File: config.mk
export PLATFORM = sky130hd
export DESIGN_NAME = control_unit_flat
export DESIGN_NICKNAME = d
export VERILOG_FILES = /design/src/rtl/control_unit_if.sv /design/src/rtl/control_unit.sv /design/src/flat_wrapper.sv
export SDC_FILE = /design/constraint.sdc
export NUM_CORES = 1
export LEC_CHECK = 0
export BUFFER_PORTS_ARGS = -buffer_cell sky130_fd_sc_hd__buf_2
export CAP_MARGIN = 10
export CORE_AREA = 2 2 60 48
export CTS_CLUSTER_SIZE = 14
export DETAILED_ROUTE_END_ITERATION = 12
export DIE_AREA = 0 0 62 50
export PLACE_DENSITY = 0.81
export RECOVER_POWER = 100
export SETUP_SLACK_MARGIN = 0.15
export SYNTH_ARGS = -nofsm -noshare
export SYNTH_HDL_FRONTEND = slang
export SYNTH_SLANG_ARGS = --single-unit
File: constraint.sdc
create_clock -name Clock -period 1.5 [get_ports Clock]
set_clock_uncertainty 0.05 [all_clocks]
set_input_delay 0.075 -clock Clock [delete_from_list [all_inputs] [get_ports Clock]]
set_output_delay 0.075 -clock Clock [all_outputs]
set_load 0.02 [all_outputs]
File: src/rtl/control_unit_if.sv
// Control/status bundle between the hardwired sequencer and the single-bus datapath.
// The master side is the sequencer; the slave side is the datapath (or a bench driving IR/CON/Stop).
interface control_unit_if;
    logic [31:0] IR;
    logic        CON;
    logic        Stop;

    logic PCout, PCin, IncPC, MARin, MDRin, MDRout, Read, Write, IRin, Yin, Zin, ZLOout;
    logic Gra, Grb, Grc, Rin, Rout, BAout, Cout, CONin;
    logic Run;

    modport master (
        input  IR, CON, Stop,
        output PCout, PCin, IncPC, MARin, MDRin, MDRout, Read, Write, IRin, Yin, Zin, ZLOout,
        output Gra, Grb, Grc, Rin, Rout, BAout, Cout, CONin, Run
    );

    modport slave (
        output IR, CON, Stop,
        input  PCout, PCin, IncPC, MARin, MDRin, MDRout, Read, Write, IRin, Yin, Zin, ZLOout,
        input  Gra, Grb, Grc, Rin, Rout, BAout, Cout, CONin, Run
    );
endinterface

File: src/rtl/control_unit.sv
// Hardwired Moore sequencer: fetch, per-opcode execute steps, END/HALT.
// Strobes decode from the state register alone; CON only gates PCin in the last branch step.
module control_unit (
    input  logic          Clock,
    input  logic          Reset,
    control_unit_if.master bus
);
    localparam int unsigned OP_W = 5;

    localparam logic [OP_W-1:0] OP_LD   = OP_W'(0);
    localparam logic [OP_W-1:0] OP_LDI  = OP_W'(1);
    localparam logic [OP_W-1:0] OP_ST   = OP_W'(2);
    localparam logic [OP_W-1:0] OP_ADD  = OP_W'(3);
    localparam logic [OP_W-1:0] OP_SUB  = OP_W'(4);
    localparam logic [OP_W-1:0] OP_AND  = OP_W'(5);
    localparam logic [OP_W-1:0] OP_OR   = OP_W'(6);
    localparam logic [OP_W-1:0] OP_ADDI = OP_W'(12);
    localparam logic [OP_W-1:0] OP_BR   = OP_W'(18);
    localparam logic [OP_W-1:0] OP_HALT = OP_W'(27);

    typedef enum logic [4:0] {
        S_RST, S_F0, S_F1, S_F2,
        S_LD0, S_LD1, S_LD2, S_LD3, S_LD4,
        S_LDI0, S_LDI1, S_LDI2,
        S_ST0, S_ST1, S_ST2, S_ST3, S_ST4,
        S_ALU0, S_ALU1, S_ALU2,
        S_ADDI0, S_ADDI1, S_ADDI2,
        S_BR0, S_BR1, S_BR2, S_BR3,
        S_END, S_HALT
    } state_t;

    state_t state, state_nxt;

    logic [OP_W-1:0] opcode;
    logic            unused_ir;

    assign opcode    = bus.IR[31:27];
    assign unused_ir = ^bus.IR[26:0];

    always_ff @(posedge Clock or posedge Reset) begin
        if (Reset) state <= S_RST;
        else       state <= state_nxt;
    end

    always_comb begin
        state_nxt  = state;
        bus.PCout  = 1'b0;
        bus.PCin   = 1'b0;
        bus.IncPC  = 1'b0;
        bus.MARin  = 1'b0;
        bus.MDRin  = 1'b0;
        bus.MDRout = 1'b0;
        bus.Read   = 1'b0;
        bus.Write  = 1'b0;
        bus.IRin   = 1'b0;
        bus.Yin    = 1'b0;
        bus.Zin    = 1'b0;
        bus.ZLOout = 1'b0;
        bus.Gra    = 1'b0;
        bus.Grb    = 1'b0;
        bus.Grc    = 1'b0;
        bus.Rin    = 1'b0;
        bus.Rout   = 1'b0;
        bus.BAout  = 1'b0;
        bus.Cout   = 1'b0;
        bus.CONin  = 1'b0;
        bus.Run    = 1'b1;

        unique case (state)
            S_RST: begin
                bus.Run   = 1'b0;
                state_nxt = S_F0;
            end
            S_F0: begin
                bus.PCout = 1'b1; bus.MARin = 1'b1; bus.IncPC = 1'b1; bus.Zin = 1'b1;
                state_nxt = S_F1;
            end
            S_F1: begin
                bus.ZLOout = 1'b1; bus.PCin = 1'b1; bus.Read = 1'b1; bus.MDRin = 1'b1;
                state_nxt = S_F2;
            end
            S_F2: begin
                bus.MDRout = 1'b1; bus.IRin = 1'b1;
                // Decode uses the IR value present at the edge that leaves F2
                case (opcode)
                    OP_LD:                         state_nxt = S_LD0;
                    OP_LDI:                        state_nxt = S_LDI0;
                    OP_ST:                         state_nxt = S_ST0;
                    OP_ADD, OP_SUB, OP_AND, OP_OR: state_nxt = S_ALU0;
                    OP_ADDI:                       state_nxt = S_ADDI0;
                    OP_BR:                         state_nxt = S_BR0;
                    OP_HALT:                       state_nxt = S_HALT;
                    default:                       state_nxt = S_END;
                endcase
            end

            // Effective-address prefix shared in shape by ld/ldi/st
            S_LD0, S_LDI0, S_ST0: begin
                bus.Grb = 1'b1; bus.BAout = 1'b1; bus.Yin = 1'b1;
                state_nxt = (state == S_LD0) ? S_LD1 : (state == S_LDI0) ? S_LDI1 : S_ST1;
            end
            S_LD1, S_LDI1, S_ST1: begin
                bus.Cout = 1'b1; bus.Zin = 1'b1;
                state_nxt = (state == S_LD1) ? S_LD2 : (state == S_LDI1) ? S_LDI2 : S_ST2;
            end
            S_LD2, S_ST2: begin
                bus.ZLOout = 1'b1; bus.MARin = 1'b1;
                state_nxt = (state == S_LD2) ? S_LD3 : S_ST3;
            end
            S_LD3: begin
                bus.Read = 1'b1; bus.MDRin = 1'b1;
                state_nxt = S_LD4;
            end
            S_LD4: begin
                bus.MDRout = 1'b1; bus.Gra = 1'b1; bus.Rin = 1'b1;
                state_nxt = S_END;
            end
            S_ST3: begin
                bus.Gra = 1'b1; bus.Rout = 1'b1; bus.MDRin = 1'b1;
                state_nxt = S_ST4;
            end
            S_ST4: begin
                bus.Write = 1'b1;
                state_nxt = S_END;
            end

            S_ALU0, S_ADDI0: begin
                bus.Grb = 1'b1; bus.Rout = 1'b1; bus.Yin = 1'b1;
                state_nxt = (state == S_ALU0) ? S_ALU1 : S_ADDI1;
            end
            S_ALU1: begin
                bus.Grc = 1'b1; bus.Rout = 1'b1; bus.Zin = 1'b1;
                state_nxt = S_ALU2;
            end
            S_ADDI1: begin
                bus.Cout = 1'b1; bus.Zin = 1'b1;
                state_nxt = S_ADDI2;
            end
            S_LDI2, S_ALU2, S_ADDI2: begin
                bus.ZLOout = 1'b1; bus.Gra = 1'b1; bus.Rin = 1'b1;
                state_nxt = S_END;
            end

            S_BR0: begin
                bus.Gra = 1'b1; bus.Rout = 1'b1; bus.CONin = 1'b1;
                state_nxt = S_BR1;
            end
            S_BR1: begin
                bus.PCout = 1'b1; bus.Yin = 1'b1;
                state_nxt = S_BR2;
            end
            S_BR2: begin
                bus.Cout = 1'b1; bus.Zin = 1'b1;
                state_nxt = S_BR3;
            end
            S_BR3: begin
                bus.ZLOout = 1'b1; bus.PCin = bus.CON;
                state_nxt = S_END;
            end

            S_END: begin
                state_nxt = bus.Stop ? S_HALT : S_F0;
            end
            S_HALT: begin
                bus.Run   = 1'b0;
                state_nxt = S_HALT;
            end
            default: begin
                bus.Run   = 1'b0;
                state_nxt = S_RST;
            end
        endcase
    end
endmodule

File: src/flat_wrapper.sv
// flat-port wrapper written by rule: the top's interface ports become plain ports
module control_unit_flat 
  (Clock, Reset, bus_IR, bus_CON, bus_Stop, bus_PCout, bus_PCin, bus_IncPC, bus_MARin, bus_MDRin, bus_MDRout, bus_Read, bus_Write, bus_IRin, bus_Yin, bus_Zin, bus_ZLOout, bus_Gra, bus_Grb, bus_Grc, bus_Rin, bus_Rout, bus_BAout, bus_Cout, bus_CONin, bus_Run);
  control_unit_if bus_i ();
  input  logic Clock;
  input  logic Reset;
  input wire logic [$bits(bus_i.IR)-1:0] bus_IR;
  input wire logic [$bits(bus_i.CON)-1:0] bus_CON;
  input wire logic [$bits(bus_i.Stop)-1:0] bus_Stop;
  output wire logic [$bits(bus_i.PCout)-1:0] bus_PCout;
  output wire logic [$bits(bus_i.PCin)-1:0] bus_PCin;
  output wire logic [$bits(bus_i.IncPC)-1:0] bus_IncPC;
  output wire logic [$bits(bus_i.MARin)-1:0] bus_MARin;
  output wire logic [$bits(bus_i.MDRin)-1:0] bus_MDRin;
  output wire logic [$bits(bus_i.MDRout)-1:0] bus_MDRout;
  output wire logic [$bits(bus_i.Read)-1:0] bus_Read;
  output wire logic [$bits(bus_i.Write)-1:0] bus_Write;
  output wire logic [$bits(bus_i.IRin)-1:0] bus_IRin;
  output wire logic [$bits(bus_i.Yin)-1:0] bus_Yin;
  output wire logic [$bits(bus_i.Zin)-1:0] bus_Zin;
  output wire logic [$bits(bus_i.ZLOout)-1:0] bus_ZLOout;
  output wire logic [$bits(bus_i.Gra)-1:0] bus_Gra;
  output wire logic [$bits(bus_i.Grb)-1:0] bus_Grb;
  output wire logic [$bits(bus_i.Grc)-1:0] bus_Grc;
  output wire logic [$bits(bus_i.Rin)-1:0] bus_Rin;
  output wire logic [$bits(bus_i.Rout)-1:0] bus_Rout;
  output wire logic [$bits(bus_i.BAout)-1:0] bus_BAout;
  output wire logic [$bits(bus_i.Cout)-1:0] bus_Cout;
  output wire logic [$bits(bus_i.CONin)-1:0] bus_CONin;
  output wire logic [$bits(bus_i.Run)-1:0] bus_Run;
  assign bus_i.IR = bus_IR;
  assign bus_i.CON = bus_CON;
  assign bus_i.Stop = bus_Stop;
  assign bus_PCout = bus_i.PCout;
  assign bus_PCin = bus_i.PCin;
  assign bus_IncPC = bus_i.IncPC;
  assign bus_MARin = bus_i.MARin;
  assign bus_MDRin = bus_i.MDRin;
  assign bus_MDRout = bus_i.MDRout;
  assign bus_Read = bus_i.Read;
  assign bus_Write = bus_i.Write;
  assign bus_IRin = bus_i.IRin;
  assign bus_Yin = bus_i.Yin;
  assign bus_Zin = bus_i.Zin;
  assign bus_ZLOout = bus_i.ZLOout;
  assign bus_Gra = bus_i.Gra;
  assign bus_Grb = bus_i.Grb;
  assign bus_Grc = bus_i.Grc;
  assign bus_Rin = bus_i.Rin;
  assign bus_Rout = bus_i.Rout;
  assign bus_BAout = bus_i.BAout;
  assign bus_Cout = bus_i.Cout;
  assign bus_CONin = bus_i.CONin;
  assign bus_Run = bus_i.Run;
  control_unit u_core (.Clock(Clock), .Reset(Reset), .bus(bus_i));
endmodule
# Word level (Yosys, flattened, before mapping)

Memories as Yosys holds them, arrays and structs flattened.
Cells that the tools add are included.

Register bits after elaboration: 5
Latch bits: 0
Memory bits (writable): 0
ROM bits: 160
Bits of input ports: 36
Output and inout port bits: 21
Logic and storage cells: 79
Memories: 1

$add $sub $neg: 0
$mul: 0
Divide/modulo/power cells: 0
$lt $le $gt $ge: 0
Equality and inequality tests: 28
Shift-type cells: 0
Muxes and demuxes: 29
Bitwise operators: 0
Reduce and logical (&&, ||, !) cells: 20

Memories:

| name            | depth | bits a word | rd ports | clocked after Yosys merged registers in | wr ports | line               | source |
|---|---|---|---|---|---|---|---|
| (no name shown) | 32    | 5           | 1        | 0                                       | 0        | control_unit.sv:85 | `case (opcode)` |

Operators with widths:

| kind               | number |
|---|---|
| $pmux 5 s18        | 1 |
| $eq 5x5->1 const B | 13 |
| $eq 5x4->1 const B | 8 |
| $reduce_or 27->1   | 1 |
| $eq 5x3->1 const B | 4 |
| $mux 1             | 20 |
| $reduce_or 6->1    | 3 |
| $mux 5             | 3 |
| $reduce_or 5->1    | 3 |
| $reduce_or 7->1    | 2 |
| $reduce_or 3->1    | 4 |
| $eq 5x2->1 const B | 2 |
| $reduce_or 2->1    | 5 |
| $mux 3             | 3 |
| $eq 5x1->1 const B | 1 |
| $logic_not 5->1    | 1 |
| $mux 4             | 1 |
| $reduce_or 4->1    | 1 |
| $pmux 1 s2         | 1 |

# Depth between registers and ports, before layout

Depth in word-level cells: 4
Gate-level depth with buffers: 6
Depth with buffers taken out: 6

# Worst setup path after synthesis

OpenSTA, ideal clock, no wires.

Kind: reg2out
Start: register u_core.state[3]
End: output port bus_Grb
Data arrival time: 1.568 ns
Setup slack: -0.193 ns
Stages on the path, launching flop included: 5
Path buffers: 2
Cell sequence: dfrtp_1 -> buf_6 -> buf_4 -> and2_1 -> nor4b_1

Longest elaborated chain between the ends: 3
Elaborated cells on any way between the ends: 7
Those cells by class: 5 x eq/ne; 1 x mux; 1 x reduce/logical

RTL lines:

| what                                     | line               | source |
|---|---|---|
| from (decl)                              | control_unit.sv:32 | `state_t state, state_nxt;` |
| from (signal assigned)                   | control_unit.sv:42 | `else state <= state_nxt;` |
| $eq 5x4->1, or another cell as far along | control_unit.sv:69 | `unique case (state)` |
| $reduce_or 5->1 (no line) *              | n/a                |  |
| $mux 1 *                                 | control_unit.sv:69 |  |
| to (decl)                                | flat_wrapper.sv:23 | `output wire logic [$bits(bus_i.Grb)-1:0] bus_Grb;` |

Every way passes the cells marked *; elsewhere a longest branch is shown, timed or not.

# Worst setup path after layout

Start: register u_core.state[0]
End: output port bus_Gra

Longest elaborated chain between the ends: 3
Elaborated cells on any way between the ends: 8
Those cells by class: 6 x eq/ne; 1 x mux; 1 x reduce/logical

RTL lines:

| what                                     | line               | source |
|---|---|---|
| $eq 5x4->1 or $eq 5x5->1 (tied branches) | control_unit.sv:69 |  |
| $reduce_or 6->1 (no line) *              | n/a                |  |
| $mux 1 *                                 | control_unit.sv:69 |  |
| to (decl)                                | flat_wrapper.sv:22 | `output wire logic [$bits(bus_i.Gra)-1:0] bus_Gra;` |

Marked as above.

==> results_dict.tcl <==
set metrics [dict create \
    clock_sinks 5 \
    cts_max_level 1 \
    fin_crit_sh_pct 125 \
    synth.distinct_cells 48 \
    gp_congestion 0.907 \
    worst_pin_slew_ps 513 \
    synth-seq-cells 5 \
    drtAntennaViolNets 0 \
    die_area_sq_mm 0.00310 \
    syn_inst 167 \
    synth_top_flop_cell "dfrtp_1" \
    regMostFlops "u_core.state" \
    dp_hpwl_um 2790 \
    top_regs "u_core.state x5" \
    syn-num-nets 206 \
    cpLargestDelayFamily "flip-flops" \
    fin_nets 289 \
    drt_iter0_drc 148 \
    setup_ws_ps -379 \
    dieWidth_um 62 \
    area_growth_pct 104 \
    crit_required_ps 1370 \
    p_leak_uw 0.00100 \
    maxSlewHeadroom_pct 65.4 \
    track_usage_pct 32.2 \
    path_buf_inv 3 \
    setup_viol 26 \
    startpoint_type "flop" \
    min_period_ps 1880 \
    dr_total_vias 1817 \
    cts.reportedPaths.clkPinSlew_ps 60 \
    die_h_um 50 \
    synth_area_sq_mm 0.00111 \
    crit_slowest_cell "dfrtp_2" \
    num_rows 16 \
    worst_ir_drop_vdd_mv 1.37 \
    ys_async_sr_fraction_pct 100 \
    final_max_slew_viol_count 0 \
    clock.fmax_mhz 532 \
    avgSynthCellArea_sq_um 6.65 \
    io_buffer_count 29 \
    ys_warn_count 0 \
    layout-drive-gt1-share_pct 62.7 \
    arrival_ps 1750 \
    core_area_sq_mm 0.00250 \
    grt_start_max_net_pins 10 \
    grt_pass1_vias 1558 \
    design_area_sq_mm 0.00226 \
    numCtsBuffers 3 \
    drt-wirelength-per-cell_um 22.1 \
    rsz0062_at_grt "true" \
    insertion_delay_ps 260 \
    worstSetupPathType "flop to primary output" \
    failed_checks "negative setup slack" \
    drc 0 \
    largest_register_ffs 5 \
    timing.hold.ws_ps 138 \
    min_path_type "input pin to flop" \
    endpoint_kind "primary output" \
    maxCapViolCount 0 \
    cts_root_buf "clkbuf_4" \
    hold_viol_final 0 \
    cellPowerDensity_mw_per_mm2 2550 \
    power_uw 5780 \
    ioPinCount 57 \
    num_antenna_cells 0 \
    placed_cell_area_sq_mm 0.00161 \
    crit_top_cell "buf_6" \
    crit_chain "buf_6 -> nor2_1 -> buf_4 -> o22ai_1 -> nand2_1 -> nand2_4 -> buf_6" \
    status "finished with violations" \
    first_pass_iters 7 \
    tritoncts "done" \
    wl_um 6290 \
    synth_seq_area_share_pct 11.3 \
    crit_fanout 5 \
    max-clock-path-buffers 2 \
    synth_edf_count 0 \
    grt_pass1_wl_um 7440 \
    grt_overflow 0 \
    vias_per_cell 6.38 \
    critical-path-max-stage-delay_ps 480 \
    antenna_found_initial 0 \
    floorplan.initialDensity_pct 44.4 \
]
==> cell type report <==
type                    instances  area, sq um
clock buffers                   3         22.5
clock inverters                 1         5.00
fillers                       104          239
inverters                       3         11.3
multi-input cells             143         1200
flip-flops and latches          5          131
well taps                      36         45.0
repair buffers                 94          847
==> cells in the final DEF (no fill, tap or decap), drive strengths merged, types with 2 or more instances in the layout <==
cell / n
buf: 93
nor2: 19
nand2b: 15
a21oi: 14
nand2: 12
o21ai: 12
nor2b: 9
nor3: 8
nand3b: 5
dfrtp: 5
nand3: 4
o22ai: 4
inv: 3
mux2i: 3
ha: 3
clkbuf: 3
and2: 3
a22oi: 3
o311ai: 2
or3b: 2
or2: 2
nor3b: 2
xnor2: 2
==> where the power goes <==
group | switching (uW) | internal [uW]
combinational | 2700 | 2520
sequential | 174 | 213
clock | 74.9 | 97.7
==> worst register-to-register path, stage by stage, from the launching register on <==
cell and delay, ps:
dfrtp_2 490, buf_6 170, nand2_2 100, buf_6 120, nor2_1 40, o21ai_0 420, nand4_1 230
==> cell usage after synthesis, drive strengths merged, types with 2 or more instances <==
library cell | number | area share [%]
a21oi | 14 | 6.3
a22oi | 3 | 2.0
and2 | 3 | 1.7
buf | 15 | 7.8
dfrtp | 5 | 11
ha | 3 | 3.4
inv | 3 | 1.0
mux2i | 3 | 2.7
nand2 | 12 | 4.1
nand2b | 15 | 8.4
nand3 | 4 | 1.8
nand3b | 5 | 3.4
nor2 | 19 | 7.1
nor2b | 9 | 5.1
nor3 | 8 | 3.6
nor3b | 2 | 1.4
o21ai | 12 | 5.4
o22ai | 4 | 2.3
o311ai | 2 | 1.6
or2 | 2 | 1.1
or3b | 2 | 1.8
xnor2 | 2 | 1.6
==> through the flow <==
stage               setup TNS [ps]  utilization, %  instances  setup slack (ps)
detailed placement           -1500            64.3        256              -164
floorplan                        0               -        167              59.2
global placement              -720            64.3        256             -93.5
finish                       -6200            90.5        285              -379
global route                 -7300            90.5        285              -532
CTS                          -3420            81.3        276              -212
==> timing repair <==
item | in CTS | in global routing
gates resized for setup | 80 | 37
endpoints found under the setup margin | 26 | 26
pin swaps | 14 | 10
endpoints found under the hold margin | 5 | 0
setup buffers | 15 | 9
hold buffers | 1 | 0
==> path summary, 6_finish.rpt <==
path / startpoint / cells past startpoint / endpoint / slack (ps)
max: u_core.state[0]$_DFF_PP0_ / 7 / bus_Gra / -380
min: bus_Stop / 3 / u_core.state[2]$_DFF_PP0_ / 140
max reg2reg: u_core.state[1]$_DFF_PP0_ / 6 / u_core.state[4]$_DFF_PP0_ / -280
min reg2reg: u_core.state[0]$_DFF_PP0_ / 2 / u_core.state[0]$_DFF_PP0_ / 770
max in group asynchronous: Reset / 3 / u_core.state[2]$_DFF_PP0_ / 930
min in group asynchronous: Reset / 3 / u_core.state[3]$_DFF_PP0_ / 240
==> kinds of logic after synthesis <==
logic type               count (synthesis)  share of synthesized area [%]
AND/OR/NAND/NOR                         87                           43.1
AO/OA/AOI/OAI                           46                           27.0
buffers and inverters                   19                           9.12
flip-flops                               5                           11.3
multiplexers                             4                           3.72
XOR/XNOR                                 3                           2.37
adder cells (fa/ha/maj)                  3                           3.38
==> metal layers <==
metal  global-route usage (%)  vias to the layer above  wire length (um)
met5                        0                        -                 0
met2                     54.5                      171              2880
met1                     35.9                      826              2240
met4                     18.8                        0               488
li1                         -                      759                 -
met3                     6.56                       61               678
Note: power is estimated with default switching activity, not from simulation.
